**src/rtl/calc_result_tx.sv**
```systemverilog
// Response framer: captures one ALU result per handshake and streams it out as an
// 8-byte frame (header, seq, data[31:0], status, xor checksum) on a byte-wide stream.
module calc_result_tx #(
    parameter logic [7:0] HEADER   = 8'hA5,
    parameter logic [7:0] SEQ_INIT = 8'h00
) (
    input  logic        clk,
    input  logic        rst,
    input  logic        res_valid,
    output logic        res_ready,
    input  logic [31:0] res_data,
    input  logic [1:0]  res_err,
    input  logic [3:0]  res_op,
    output logic        tx_valid,
    input  logic        tx_ready,
    output logic [7:0]  tx_data,
    output logic        busy
);

    typedef enum logic {Idle, Send} stateT;

    stateT       stateQ;
    logic [31:0] dataQ;
    logic [1:0]  errQ;
    logic [3:0]  opQ;
    logic [7:0]  seqQ;
    logic [2:0]  idxQ;

    logic [2:0]  nextIdx;
    logic [7:0]  statusByte;
    logic [7:0]  chkByte;
    logic [7:0]  nextByte;

    assign nextIdx = idxQ + 3'd1;

    // seqQ only advances after the last byte, so it doubles as the frame's shadow seq.
    always_comb begin
        statusByte = {opQ, 2'b00, errQ};
        chkByte    = seqQ ^ dataQ[31:24] ^ dataQ[23:16] ^ dataQ[15:8] ^ dataQ[7:0]
                     ^ statusByte;
    end

    always_comb begin
        nextByte = HEADER;
        unique case (nextIdx)
            3'd0: nextByte = HEADER;
            3'd1: nextByte = seqQ;
            3'd2: nextByte = dataQ[31:24];
            3'd3: nextByte = dataQ[23:16];
            3'd4: nextByte = dataQ[15:8];
            3'd5: nextByte = dataQ[7:0];
            3'd6: nextByte = statusByte;
            3'd7: nextByte = chkByte;
        endcase
    end

    always_ff @(posedge clk or posedge rst) begin
        if (rst) begin
            stateQ    <= Idle;
            dataQ     <= 32'h0;
            errQ      <= 2'b00;
            opQ       <= 4'h0;
            seqQ      <= SEQ_INIT;
            idxQ      <= 3'd0;
            res_ready <= 1'b1;
            tx_valid  <= 1'b0;
            tx_data   <= 8'h00;
            busy      <= 1'b0;
        end else begin
            unique case (stateQ)
                Idle: begin
                    if (res_valid && res_ready) begin
                        dataQ     <= res_data;
                        errQ      <= res_err;
                        opQ       <= res_op;
                        idxQ      <= 3'd0;
                        tx_data   <= HEADER;
                        tx_valid  <= 1'b1;
                        res_ready <= 1'b0;
                        busy      <= 1'b1;
                        stateQ    <= Send;
                    end
                end
                Send: begin
                    if (tx_valid && tx_ready) begin
                        if (idxQ == 3'd7) begin
                            // tx_data keeps the checksum byte while idle
                            idxQ      <= 3'd0;
                            seqQ      <= seqQ + 8'd1;
                            tx_valid  <= 1'b0;
                            res_ready <= 1'b1;
                            busy      <= 1'b0;
                            stateQ    <= Idle;
                        end else begin
                            idxQ    <= nextIdx;
                            tx_data <= nextByte;
                        end
                    end
                end
            endcase
        end
    end

endmodule
```
**config.mk**
```make
export PLATFORM = sky130hd
export DESIGN_NAME = calc_result_tx
export DESIGN_NICKNAME = d
export VERILOG_FILES = /design/src/rtl/calc_result_tx.sv
export SDC_FILE = /design/constraint.sdc
export NUM_CORES = 1
export LEC_CHECK = 0
export ABC_AREA = 1
export CORE_MARGIN = 5
export CORE_UTILIZATION = 45
export CTS_CLUSTER_DIAMETER = 40
export DETAILED_ROUTE_END_ITERATION = 10
export HOLD_SLACK_MARGIN = 0.12
export PLACE_DENSITY = 0.79
export SYNTH_ARGS = -nofsm -noshare
export SYNTH_HDL_FRONTEND = slang
export SYNTH_SLANG_ARGS = --single-unit
```
**constraint.sdc**
```tcl
create_clock -name clk -period 3 [get_ports clk]
set_input_delay 0.6 -clock clk [delete_from_list [all_inputs] [get_ports clk]]
set_output_delay 0.6 -clock clk [all_outputs]
set_load 0.01 [all_outputs]
```
==> impl_metrics.env, run 1 <==
export IMPL_outcome="complete, no violations"
export IMPL_antenna_found_initial=0
export IMPL_crit_type="flop to flop"
export IMPL_worstPathRequired_ns=3.24
export IMPL_ir_worst_vdd_mv=0.203
export IMPL_die_w_um=98.8
export IMPL_hold_slack_ns=0.488
export IMPL_holdPathEnd="tx_data[3]$_DFFE_PP0P_"
export IMPL_cts_tree="done"
export IMPL_grt_pass1_vias=3335
export IMPL_r2r_start="idxQ[0]$_DFFE_PP0P_"
export IMPL_syn_area_mm2=0.00355
export IMPL_syn2layout_area_growth_pct=23.7
export IMPL_drt_initial_drc_count=179
export IMPL_nets=628
export IMPL_path_cells="ha_1, ha_1, inv_1, nand2_1, inv_1, nand2_1, o21ai_0, nor3_1, nand2_1, nand2_1, nand2_1"
export IMPL_crit_top_cell="nand2_1"
export IMPL_pin_count=53
export IMPL_fin_util=0.571
export IMPL_postCtsSetupBuffers=0
export IMPL_fin_crit_ns=2.20
export IMPL_rsz0062_at_grt="false"
export IMPL_leakage_nw=2.32
export IMPL_setup_tns_ns=0
export IMPL_synth_edf_count=0
export IMPL_syn_inst=524
export IMPL_start_util=0.462
export IMPL_fin_area_mm2=0.00439
export IMPL_cts_max_level=3
export IMPL_synth_avg_cell_area_um2=6.77
export IMPL_worst_setup_path_start_kind="flop"
export IMPL_async_reset_ff_frac=1.00
export IMPL_cts_sinks=60
export IMPL_hold_viol=0
export IMPL_fin_cells=686
export IMPL_synth_cell_types=25
export IMPL_slew_viol_final=0
export IMPL_arrival_ns=2.44
export IMPL_skew_ns=0.00829
export IMPL_tightest_slew_ns=0.649
export IMPL_slowest_stage="dfrtp_1"
export IMPL_synth_seq_cells=60
export IMPL_ys_flop_type="dfrtp_1"
export IMPL_endpoint_kind="flop"
export IMPL_numPortBuffers=52
export IMPL_rr_worst_depth=11
export IMPL_die_area_mm2=0.00976
export IMPL_grt_max_degree=43
export IMPL_fin_crit_sh=0.733
export IMPL_synth_fp_nets=573
export IMPL_totalWireLength_mm=8.69
export IMPL_grt_usage=0.189
export IMPL_hold_depth=2
export IMPL_fin_ws_ns=0.800
export IMPL_finalSetupViolations=0
export IMPL_clk_latency_ns=0.35
export IMPL_cts_resized=0
export IMPL_preCtsSetupSlack_ns=0.825
export IMPL_antenna_cells=0
export IMPL_routedWlPerCell_um=12.7
export IMPL_dp_cells=670
export IMPL_core_rowCount=32
export IMPL_ff2ff_setup_slack_ns=0.80
export IMPL_crit_path_max_fanout=6
export IMPL_post_route_drc_count=0
export IMPL_dpl_instance_area_mm2=0.00419
export IMPL_timing_rr_end="tx_data[1]$_DFFE_PP0P_"
export IMPL_dp_hpwl_mm=6.53
export IMPL_place_gp_congestion=0.889
export IMPL_hold_path_class="flop to flop"
export IMPL_total_power_mw=1.64
export IMPL_clkTransAtPathRegs_ns=0.07
export IMPL_ys_seq_area_frac=0.423
export IMPL_power_density_mw_per_mm2=374
export IMPL_fmax_ghz=0.454
export IMPL_relSlewSlack=0.566
export IMPL_cts_buffers=9
export IMPL_ctsHoldBuffers=0
export IMPL_grt_overflow_total=0
export IMPL_grt_pass1_wl_mm=14.9
export IMPL_core_mm2=0.00769
export IMPL_vias_per_cell=4.95
export IMPL_yosysWarnings=0
export IMPL_cts_root_buf="clkbuf_8"
export IMPL_vias=3399
export IMPL_drive_above_1_share=0.0497
export IMPL_clock_path_buffers=2
export IMPL_dr_pass1_iters=6
export IMPL_hold_start="tx_data[3]$_DFFE_PP0P_"
export IMPL_final_antenna_net_count=0
export IMPL_fill_cells=736
export IMPL_max_stage_delay_ns=0.43
export IMPL_cap_violations=0
export IMPL_chipHeight_um=98.8
[power breakdown]
group	total (mW)	switching (mW)	leakage, nW	internal (mW)
Clock	0.758	0.332	0.102	0.426
Sequential	0.809	0	0.584	0.809
Combinational	0.0739	0.0249	1.64	0.0490
Total	1.64	0.357	2.32	1.28
[per-layer routing]
metal,global-route usage,wire (µm)
met5,0,0
met4,0.0599,116
met2,0.310,4110
met3,0.0630,650
met1,0.237,3810
[Yosys cell counts (all sizes together), types with 2 or more instances]
master  number  area, µm²
clkbuf       4       16.3
nand3       34        185
nand4        4       25.0
xor2         7       61.3
ha           7       87.6
xnor2        2       17.5
a21oi        6       30.0
nor3         4       20.0
inv         76        285
o22ai        3       18.8
dfrtp       59       1480
nor2        23        111
buf          6       35.0
o21ai       53        265
nand2      234        881
[cells by family (layout without fill, tap and decap cells)]
logic type,count (synthesis),after routing,share of synthesized area
compound gates,63,63,0.0906
flops,60,60,0.423
simple gates,299,299,0.344
buf+inv,86,146,0.0948
fa+ha+maj,7,7,0.0247
xor+xnor,9,9,0.0222
[sequential cells by signal, indices dropped and copies added, names as in the netlist]
register and count:
res_ready 1, busy 1, idxQ 3, stateQ 1
tx_data 8, dataQ 32, opQ 4, seqQ 8
errQ 2
[cells in the final DEF (no fill, tap or decap)]
cell	instances
nand2_1	233
inv_1	73
dfrtp_1	59
clkdlybuf4s50_1	52
o21ai_0	51
nand3_1	31
nor2_1	19
clkbuf_8	11
xor2_1	7
ha_1	7
a21oi_1	6
nor3_1	4
nand4_1	4
nand3_2	3
inv_2	3
nor2_4	3
o22ai_1	3
o21ai_1	2
xnor2_1	2
clkinv_2	2
buf_12	2
nand2_2	1
nor2_2	1
o211ai_1	1
bufinv_16	1
clkinvlp_4	1
clkbuf_1	1
dfstp_2	1
[final cells by class]
| class | count | area [µm²] | share of cell area |
|---|---|---|---|
| Clock inverter | 4 | 47.5 | 0.0108 |
| Multi-Input combinational cell | 378 | 1710 | 0.390 |
| Timing Repair Buffer | 54 | 561 | 0.128 |
| Clock buffer | 12 | 155 | 0.0353 |
| Sequential cell | 60 | 1500 | 0.342 |
| Inverter | 76 | 285 | 0.0650 |
| Tap cell | 102 | 128 | 0.0291 |
[worst max-delay path by stage]
stage	from	end	slack (ns)	cells past startpoint
floorplan	rst	busy$_DFFE_PP0P_	0.92	1
global placement	res_valid	opQ[2]$_DFFE_PP0P_	0.87	5
detailed placement	res_valid	dataQ[3]$_DFFE_PP0P_	0.83	5
CTS	idxQ[0]$_DFFE_PP0P_	tx_data[1]$_DFFE_PP0P_	0.84	11
global route	idxQ[0]$_DFFE_PP0P_	tx_data[5]$_DFFE_PP0P_	0.68	9
finish	idxQ[0]$_DFFE_PP0P_	tx_data[1]$_DFFE_PP0P_	0.80	11
[critical path, delay by kind of cell (launching register included)]
kind            cells  cell delay, ns
simple gates        6            0.71
fa+ha+maj           2            0.61
flops               1            0.43
buf+inv             2            0.25
compound gates      1            0.09
(Power assumes the default switching activity.)
==> inputs of run 2 (changes only) <==
==> constraint.sdc (replaced) <==
create_clock -name clk -period 2.2 [get_ports clk]
set_input_delay 0.44 -clock clk [delete_from_list [all_inputs] [get_ports clk]]
set_output_delay 0.44 -clock clk [all_outputs]
set_load 0.01 [all_outputs]
==> run 2 against run 1 <==
Worst setup slack lost 0.59 ns. Register-to-register slack lost 0.59 ns. Sequential power grew 36%. Wire length grew 2.1%. Combinational power grew 33%. Largest cell class unchanged. Highest routed layer unchanged. Critical endpoint is now tx_data[4]$_DFFE_PP0P_. Critical path depth is the same. Final area grew 0.66%.
==> impl_metrics.env, run 2 (synthesized netlist as in run 1, its figures left out) <==
export IMPL_outcome="complete, no violations"
export IMPL_r2r_start="idxQ[0]$_DFFE_PP0P_"
export IMPL_hold_path_class="input pin to async pin"
export IMPL_power_density_mw_per_mm2=523
export IMPL_place_gp_congestion=0.911
export IMPL_post_route_drc_count=0
export IMPL_dr_pass1_iters=6
export IMPL_start_util=0.462
export IMPL_critical_path_buf_inv_count=2
export IMPL_chipHeight_um=98.8
export IMPL_antenna_found_initial=0
export IMPL_layout_commonest_cell="nand2_1"
export IMPL_path_cells="ha_1, ha_1, inv_1, nand2_1, inv_1, nand2_1, nand2_1, nor3_1, nand2_1, nand2_1, nand2_1"
export IMPL_endpoint_kind="flop"
export IMPL_grt_pass1_vias=3407
export IMPL_worst_path_stages=11
export IMPL_cts_tree="done"
export IMPL_grt_usage=0.196
export IMPL_grt_overflow_total=0
export IMPL_comb_power_share=0.042
export IMPL_syn2layout_area_growth_pct=24.5
export IMPL_pin_count=53
export IMPL_drt_initial_drc_count=240
export IMPL_fin_crit_sh=0.906
export IMPL_leakage_nw=2.35
export IMPL_mostFrequentLayoutCells="nand2_1, inv_1, dfrtp_1, clkdlybuf4s50_1, o21ai_0"
export IMPL_rsz0062_at_grt="false"
export IMPL_setup_tns_ns=0
export IMPL_die_area_mm2=0.00976
export IMPL_cts_root_buf="clkbuf_8"
export IMPL_crit_top_cell="nand2_1"
export IMPL_internal_power_mw=1.83
export IMPL_cts_resized=0
export IMPL_die_w_um=98.8
export IMPL_crit_start="idxQ[0]$_DFFE_PP0P_"
export IMPL_top_regs="dataQ: 32 flops, seqQ: 8 flops, tx_data: 8 flops"
export IMPL_arrival_ns=2.22
export IMPL_relSlewSlack=0.593
export IMPL_crit_type="flop to flop"
export IMPL_cap_violations=0
export IMPL_skew_ns=0.0104
export IMPL_max_stage_delay_ns=0.42
export IMPL_cts_buffers=9
export IMPL_grt_pass1_wl_mm=15.5
export IMPL_core_mm2=0.00769
export IMPL_slowest_stage="dfrtp_1"
export IMPL_tightest_slew_ns=0.606
export IMPL_largest_register_ffs=32
export IMPL_ir_worst_vdd_mv=0.336
export IMPL_pwr_share_seq=0.478
export IMPL_clk_latency_ns=0.34
export IMPL_vias_per_cell=4.96
export IMPL_rr_worst_depth=11
export IMPL_fmax_ghz=0.502
export IMPL_fin_util=0.575
export IMPL_net_switching_power_uw=476
export IMPL_grt_max_degree=61
export IMPL_switching_share=0.206
export IMPL_worst_setup_path_start_kind="flop"
export IMPL_ctsHoldBuffers=0
export IMPL_numPortBuffers=52
export IMPL_clkTransAtPathRegs_ns=0.07
export IMPL_final_antenna_net_count=0
export IMPL_vias=3411
export IMPL_cts_sinks=60
export IMPL_slew_viol_final=0
export IMPL_postCtsSetupBuffers=0
export IMPL_fin_crit_ns=1.99
export IMPL_core_rowCount=32
export IMPL_endpoint="tx_data[4]$_DFFE_PP0P_"
export IMPL_drive_above_1_share=0.0529
export IMPL_timing_rr_end="tx_data[4]$_DFFE_PP0P_"
export IMPL_routedWlPerCell_um=12.9
export IMPL_clock_path_buffers=2
export IMPL_crit_path_max_fanout=6
export IMPL_clkPwrFrac=0.480
export IMPL_totalWireLength_mm=8.88
export IMPL_cts_max_level=3
export IMPL_top_register="dataQ"
export IMPL_worstPathRequired_ns=2.43
export IMPL_ff2ff_setup_slack_ns=0.21
export IMPL_dp_hpwl_mm=6.63
export IMPL_hold_viol=0
export IMPL_nets=630
export IMPL_path_delay_family="simple AND/OR/NAND/NOR gates"
export IMPL_finalSetupViolations=0
export IMPL_antenna_cells=0
run 2: cell types whose count changed in the layout (fill, tap and decap cells not counted):
cell,delta
buf_4,+2
bufinv_16,+1
clkbuf_8,-1
clkinv_2,+1
clkinvlp_4,-1
run 2: layout make-up:
type                            instances  area, µm²
Timing Repair Buffer                   56        576
Inverter                               76        285
Clock inverter                          5       75.1
Clock buffer                           11        141
Fill cell                             715       3270
Tap cell                              102        128
Multi-Input combinational cell        378       1710
Sequential cell                        60       1500
run 2: worst min-delay path, delay by kind of cell:
family | cells | cell delay [ns]
buffers and inverters | 3 | 0.74
run 2: worst min-delay path by stage:
stage / start / end / slack (ns) / cells past startpoint
2_1_floorplan: idxQ[2]$_DFFE_PP0P_ / idxQ[2]$_DFFE_PP0P_ / 0.48 / 2
3_3_place_gp: res_ready$_DFFE_PP1P_ / res_ready$_DFFE_PP1P_ / 0.49 / 2
3_5_place_dp: res_ready$_DFFE_PP1P_ / res_ready$_DFFE_PP1P_ / 0.49 / 2
4_1_cts: rst / dataQ[31]$_DFFE_PP0P_ / 0.48 / 3
5_1_grt: rst / dataQ[16]$_DFFE_PP0P_ / 0.52 / 3
6_report: rst / dataQ[16]$_DFFE_PP0P_ / 0.46 / 3
run 2: power groups by stage:
stage | Clock [mW] | Combinational, mW | Sequential [mW]
final | 1.11 | 0.0980 | 1.10
after global routing | 1.17 | 0.108 | 1.10
after CTS | 1.13 | 0.100 | 1.10
after detailed placement | 0 | 0.0999 | 1.12
after global placement | 0 | 0.0997 | 1.12
after floorplan | 0 | 0.0161 | 1.12
run 2: metrics by stage:
stage / instances / power [mW] / instance area, µm² / setup WS [ns] / hold slack, ns
2_1_floorplan: 524 / 1.14 / 3550 / 0.277 / 0.484
3_3_place_gp: 672 / 1.22 / 4200 / 0.237 / 0.490
3_5_place_dp: 672 / 1.22 / 4200 / 0.235 / 0.489
4_1_cts: 688 / 2.33 / 4420 / 0.238 / 0.479
5_1_grt: 688 / 2.38 / 4420 / 0.0205 / 0.520
6_report: 688 / 2.31 / 4420 / 0.207 / 0.456
run 2: metal layers:
layer  up-vias  part of all wire  global-route usage
met5         -                 0                   0
met4         0             0.037              0.0977
met3        33             0.062              0.0446
met2       117              0.45               0.303
met1      1533              0.45               0.260
li1       1728                 -                   -
